[src/rtl/pipe_skid_stage.sv]
// Pipeline stage register with valid/ready handshake, optional 2-entry skid buffer,
// bubble-inserting flush and a saturating back-pressure counter.
module pipe_skid_stage #(
   parameter int DATA_W = 160,
   parameter int CTRL_W = 24,
   parameter int SKID   = 1,
   parameter int CNT_W  = 16
) (
   input  logic              clk,
   input  logic              rst,
   input  logic              in_valid,
   output logic              in_ready,
   input  logic [DATA_W-1:0] in_data,
   input  logic [CTRL_W-1:0] in_ctrl,
   output logic              out_valid,
   input  logic              out_ready,
   output logic [DATA_W-1:0] out_data,
   output logic [CTRL_W-1:0] out_ctrl,
   input  logic              flush,
   output logic [CNT_W-1:0]  stall_cnt
);

   logic [DATA_W-1:0] main_data;
   logic [CTRL_W-1:0] main_ctrl;

   generate
      if (SKID != 0) begin : g_skid
         localparam logic [1:0] ST_EMPTY = 2'd0;
         localparam logic [1:0] ST_FULL  = 2'd1;
         localparam logic [1:0] ST_SKID  = 2'd2;

         logic [1:0]        state;
         logic [DATA_W-1:0] skid_data;
         logic [CTRL_W-1:0] skid_ctrl;

         always_ff @(posedge clk or posedge rst) begin
            if (rst) begin
               state     <= ST_EMPTY;
               main_data <= '0;
               main_ctrl <= '0;
               skid_data <= '0;
               skid_ctrl <= '0;
            end else if (flush) begin
               // bubble: control zeroed, data payload left in place
               state     <= ST_EMPTY;
               main_ctrl <= '0;
               skid_ctrl <= '0;
            end else begin
               case (state)
                  ST_EMPTY: if (in_valid) begin
                     main_data <= in_data;
                     main_ctrl <= in_ctrl;
                     state     <= ST_FULL;
                  end
                  ST_FULL: begin
                     if (out_ready) begin
                        if (in_valid) begin
                           main_data <= in_data;
                           main_ctrl <= in_ctrl;
                        end else begin
                           state <= ST_EMPTY;
                        end
                     end else if (in_valid) begin
                        skid_data <= in_data;
                        skid_ctrl <= in_ctrl;
                        state     <= ST_SKID;
                     end
                  end
                  ST_SKID: if (out_ready) begin
                     main_data <= skid_data;
                     main_ctrl <= skid_ctrl;
                     state     <= ST_FULL;
                  end
                  default: state <= ST_EMPTY;
               endcase
            end
         end

         // decoded from state only, so no combinational path from out_ready
         assign in_ready  = (state != ST_SKID);
         assign out_valid = (state != ST_EMPTY);
      end else begin : g_flat
         logic vld;

         assign in_ready  = !vld | out_ready;
         assign out_valid = vld;

         always_ff @(posedge clk or posedge rst) begin
            if (rst) begin
               vld       <= 1'b0;
               main_data <= '0;
               main_ctrl <= '0;
            end else if (flush) begin
               vld       <= 1'b0;
               main_ctrl <= '0;
            end else if (in_valid && in_ready) begin
               vld       <= 1'b1;
               main_data <= in_data;
               main_ctrl <= in_ctrl;
            end else if (vld && out_ready) begin
               vld <= 1'b0;
            end
         end
      end
   endgenerate

   assign out_data = main_data;
   assign out_ctrl = out_valid ? main_ctrl : '0;

   always_ff @(posedge clk or posedge rst) begin
      if (rst)
         stall_cnt <= '0;
      else if (out_valid && !out_ready && stall_cnt != '1)
         stall_cnt <= stall_cnt + CNT_W'(1);
   end

endmodule

[config.mk]
export PLATFORM = sky130hd
export DESIGN_NAME = pipe_skid_stage
export DESIGN_NICKNAME = d
export VERILOG_FILES = /design/src/rtl/pipe_skid_stage.sv
export SDC_FILE = /design/constraint.sdc
export NUM_CORES = 1
export LEC_CHECK = 0
export CORE_ASPECT_RATIO = 2
export CORE_MARGIN = 1
export CORE_UTILIZATION = 65
export DETAILED_ROUTE_END_ITERATION = 8
export DONT_BUFFER_PORTS = 1
export PLACE_DENSITY = 0.82
export SKIP_LAST_GASP = 1
export SYNTH_ARGS = -nofsm -noshare
export SYNTH_HDL_FRONTEND = slang
export SYNTH_SLANG_ARGS = --single-unit
[constraint.sdc]
create_clock -name clk -period 27.9 [get_ports clk]
set_input_delay 0 -clock clk [delete_from_list [all_inputs] [get_ports clk]]
set_output_delay 0 -clock clk [all_outputs]
set_load 0.02 [all_outputs]
### After elaboration in Yosys (flattened, before gate mapping)

Cells that the tools add are included.

* add/sub/neg operators: 1
* eq/ne operators: 12
* mux-type cells: 21
* bitwise operators: 2
* reductions and logical operators: 14

Operator list (number)
* two-way mux 160 bit: 3
* one-hot mux 160 bit (3 select lines): 1
* two-way mux 24 bit: 9
* one-hot mux 24 bit (3 select lines): 1
* adder 16 x 1 -> 16 bit, second input constant: 1
* != test 16 bit, second input constant: 1
* two-way mux 2 bit: 6
* AND reduction 4 bit: 3
* != test 3 bit, second input constant: 3
* != test 4 bit, second input constant: 2
* != test 2 bit, second input constant: 3
* one-hot mux 2 bit (3 select lines): 1
* AND reduction 3 bit: 2
* nonzero test 2 bit: 3
* nonzero test 4 bit: 1
* nonzero test 3 bit: 1
* equality test 2 x 1 -> 1 bit, second input constant: 1
* equality test 2 bit, second input constant: 1
* logical AND 1 bit: 2
* logical NOT 2 bit: 1
* != test 2 x 1 -> 1 bit, second input constant: 1
* NOT 1 bit: 2
* logical NOT 1 bit: 1

* register bits after elaboration: 386
* input port bits: 189
* output and inout bits: 202
* logic and storage cells: 56

### Longest topological paths before layout

* word-level depth: 4
* gate-level depth with buffers: 8
* gate-level depth less buffers: 5

### Least setup slack after synthesis

Ideal clock, no wire load.

* path type: reg-to-reg
* from: register stall_cnt[0]
* to: register stall_cnt[9]
* setup time: 0.132 ns
* arrival time: 1.742 ns
* data required time: 27.768 ns
* path slack: 26.027 ns
* stages on the path, launching flop included: 7
* path buffers: 1
* clock period less this slack: 1.873 ns
* cell sequence: dfrtp_1 > ha_1 > nand4_1 > o41a_1 > clkbuf_1 > nand4_1 > xnor2_1

* longest elaborated chain between the ends: 2
* elaborated cells on any way between the ends: 3
* classes of those cells: add/sub: 1; eq/ne: 1; reduce/logical: 1

Ends and longest elaborated chain
* from (decl): line 20 `output logic [CNT_W-1:0] stall_cnt`
* from (signal assigned): line 114 `stall_cnt <= stall_cnt + CNT_W'(1);`
* branches (longest 2 deep; another with adder 16 x 1 -> 16 bit)

Parallel ways; which one is timed is not known.
A chain may end at the register's enable or synchronous reset.

### Worst setup path in the final report

* from: register g_skid.state[1]
* to: register main_data[100] (netlist: out_data[100])

* longest elaborated chain between the ends: 3
* elaborated cells on any way between the ends: 8
* classes of those cells: eq/ne: 4; mux: 1; reduce/logical: 3

Ends and longest elaborated chain
* from (decl): line 32 `logic [1:0] state;`
* from (signal assigned): line 38 `state <= ST_EMPTY;`
* from (signal assigned): line 45 `state <= ST_EMPTY;`
* from (signal assigned): line 53 `state <= ST_FULL;`
* equality test 2 x 1 -> 1 bit, or another cell as far along: line 49 `case (state)`
* != test 2 bit (no source line) or nonzero test 3 bit (tied branches)
* AND reduction 4 bit (no source line)
* to (signal assigned): line 51 `main_data <= in_data;`
* to (signal assigned): line 58 `main_data <= in_data;`
* to (signal assigned): line 70 `main_data <= skid_data;`
* to (decl): line 23 `logic [DATA_W-1:0] main_data;`

Parallel ways exist; a longest one is shown, timed or not.

==> results.sh <==
export IMPL_status="completed"
export IMPL_yosys_warnings=0
export IMPL_seq_area_frac_synth_pct=55.1
export IMPL_die_y_um=234
export IMPL_fin_cells=1672
export IMPL_die_x_um=118
export IMPL_core_area_mm2=0.0264
export IMPL_synth_main_ff_cell="dfrtp_1"
export IMPL_slew_headroom_pct=20.7
export IMPL_p_leak_nw=9.27
export IMPL_syn_inst=1130
export IMPL_numCtsBuffers=35
export IMPL_ios=391
export IMPL_p_sw_share_pct=28.7
export IMPL_synthSimpleGateAreaFrac_pct=2.59
export IMPL_power_density_mw_per_mm2=77.4
export IMPL_viasPerCell=6.15
export IMPL_fin_skew_ns=0.0164
export IMPL_yosysTopAreaCellShare_pct=55.1
export IMPL_synth_net_count=1320
export IMPL_synth_area_mm2=0.0175
export IMPL_seq_area_mm2=0.00966
export IMPL_worstRegToRegCells=6
export IMPL_min_period_ns=3.92
export IMPL_syn2layout_area_growth_pct=18.0
export IMPL_hold_violations=0
export IMPL_cp_required_ns=28.29
export IMPL_grtUsageTotal_pct=30.6
export IMPL_grt_pass1_wl_um=65300
export IMPL_max_clock_path_buffers=3
export IMPL_place_inst=1412
export IMPL_rsz0062_at_grt="no"
export IMPL_wl_um=42300
export IMPL_row_count=84
export IMPL_whs_path_depth=3
export IMPL_clockRootBuffer="clkbuf_16"
export IMPL_p_int_mw=1.14
export IMPL_endpoint_kind="register"
export IMPL_setup_tns_ns=0
export IMPL_synth_area_mux_share_pct=35.9
export IMPL_wire_per_inst_um=25.3
export IMPL_synth_xor_area_share_pct=0.650
export IMPL_clock_latency_ns=0.52
export IMPL_vias=10300
export IMPL_crit_path_start_kind="register"
export IMPL_clockPowerShare_pct=31.2
export IMPL_peakVddDrop_mv=0.0610
export IMPL_synth_compound_area_share_pct=2.70
export IMPL_fmax_mhz=255
export IMPL_start_util_pct=66.4
export IMPL_avgSynthCellArea_um2=15.5
export IMPL_synth_distinct_cells=39
export IMPL_async_flop_share_pct=100
export IMPL_grt_overflow_total=0
export IMPL_yosysMostFrequentCell="dfrtp_1"
export IMPL_crit_type="reg2reg"
export IMPL_layout_nets=1484
export IMPL_drive_above_1_share_pct=41.8
export IMPL_synth_top_area_cell="dfrtp_1"
export IMPL_synth_area_leaders="dfrtp_1, mux2_2, mux2_4, buf_6, mux2i_1"
export IMPL_hold_path_class="in2reg"
export IMPL_dieArea_mm2=0.0277
export IMPL_drtIter0Drc=501
export IMPL_synth_top_family_by_area="multiplexers"
export IMPL_switchingPower_mw=0.460
export IMPL_synth_fa_ha_area_share_pct=0.0714
export IMPL_multi_input_area_mm2=0.00736
export IMPL_finalSetupViolCount=0
export IMPL_worst_pin_slew_ns=1.19
export IMPL_antenna_found_initial=10
export IMPL_clk_pin_slew_ns=0.07
export IMPL_gp_congestion=0.827
export IMPL_nFillCells=1393
export IMPL_io_buffers=0
export IMPL_grt_start_max_net_pins=184
export IMPL_yosys_register_bits=386
export IMPL_maxSlewViolCount=0
export IMPL_synth_edff_count=0
export IMPL_dr_pass1_iters=5
export IMPL_tritoncts="built"
export IMPL_place_hpwl_um=24600
export IMPL_synth_common_cells="dfrtp_1, mux2_2, mux2_4"
export IMPL_grt_pass1_vias=11500
export IMPL_cts_sinks=386
export IMPL_worstPathMaxFanout=57
export IMPL_ctsHtreeMaxLevel=2
export IMPL_fin_crit_sh_pct=14.1
export IMPL_route_detailed_drc=0
export IMPL_sequentialPowerShare_pct=52.8
export IMPL_maxCapViolCount=0
export IMPL_pwr_share_comb_pct=16.0
export IMPL_post_cts_resized=0
export IMPL_postRouteAntennaNets=0
export IMPL_cp_data_arrival_time_ns=4.31
-- registers in the layout, indices dropped and copies added, names as in the netlist --
name / count
g_skid.skid_data: 160
stall_cnt: 16
g_skid.skid_ctrl: 24
main_ctrl: 24
g_skid.state: 2
out_data: 160
-- path summary, 6_finish.rpt --
kind / start / endpoint / slack, ns
setup / recovery: g_skid.state[1] / out_data[100] / 23.98
hold / removal: out_ready / g_skid.skid_data[159] / 0.03
setup reg to reg: g_skid.state[1] / out_data[100] / 23.98
hold reg to reg: main_ctrl[14] / main_ctrl[14] / 0.47
max in group asynchronous: rst / g_skid.skid_ctrl[13] / 25.28
min in group asynchronous: rst / out_data[77] / 0.13
-- cell families after synthesis --
logic type | after synthesis
AO/OA/AOI/OAI | 59
multiplexers | 506
buffers and inverters | 78
adder cells (fa/ha/maj) | 1
flip-flops | 386
XOR/XNOR | 13
AND/OR/NAND/NOR | 87
-- critical path, stage by stage (launching register included) --
cell,delay (ns)
dfrtp_1,0.49
mux2i_2,0.21
o21ai_1,0.13
and2_4,0.82
buf_4,0.83
buf_4,0.84
mux2_2,0.41
-- metal layers --
metal  GRT usage (%)  wire (um)
met5               0         11
met4            18.1       2460
met1            34.1      14900
met3            8.03       2850
met2            52.8      22000
-- per-stage QoR --
step	power, mW	setup slack (ns)	util (%)	cell area [um2]	hold WS, ns
floorplan	1.01	17.17	-	17500	0.0982
global placement	1.05	24.00	66.6	17600	0.0495
detailed placement	1.07	24.00	66.6	17600	0.0538
CTS	1.60	23.99	78.3	20700	0.00793
global route	1.66	23.83	78.4	20700	0.0367
finish	1.60	23.98	78.4	20700	0.0261
-- power groups by stage --
stage | Clock, mW | Combinational (mW) | Sequential (mW)
after floorplan | 0 | 0.199 | 0.811
after detailed placement | 0 | 0.222 | 0.847
final | 0.500 | 0.256 | 0.846
after CTS | 0.506 | 0.251 | 0.839
after global routing | 0.528 | 0.273 | 0.857
after global placement | 0 | 0.212 | 0.839
-- cells in the final DEF, fill, tap and decap left out, drive strengths merged, types with 2 or more instances in the layout --
cell type and count:
buf 12, clkbuf 56, nand4 10, a22o 24
nor2 6, inv 4, diode 9, clkinv 3
xor2 2, nor4 2, dlygate4sd3 189, mux2i 25
nand3 4, o31ai 25, xnor2 11, bufinv 3
nand2 31, dfrtp 386, and3 2, mux2 481
nor2b 24, and2 2, o21ai 3
-- final cells by class --
cell class                      instances  share of cell area, %
Clock inverter                          6                  0.508
Clock buffer                           56                   5.21
Multi-Input combinational cell        666                   35.6
Sequential cell                       386                   46.7
Antenna cell                            9                  0.109
Tap cell                              344                   2.08
Inverter                                4                  0.109
Timing Repair Buffer                  201                   9.65
-- timing repair --
item	in CTS	in global routing
hold endpoints to repair	494	0
endpoints found under the setup margin	0	0
hold buffers	189	0
buffers inserted	0	0
Note: power is estimated with default switching activity, not from simulation.
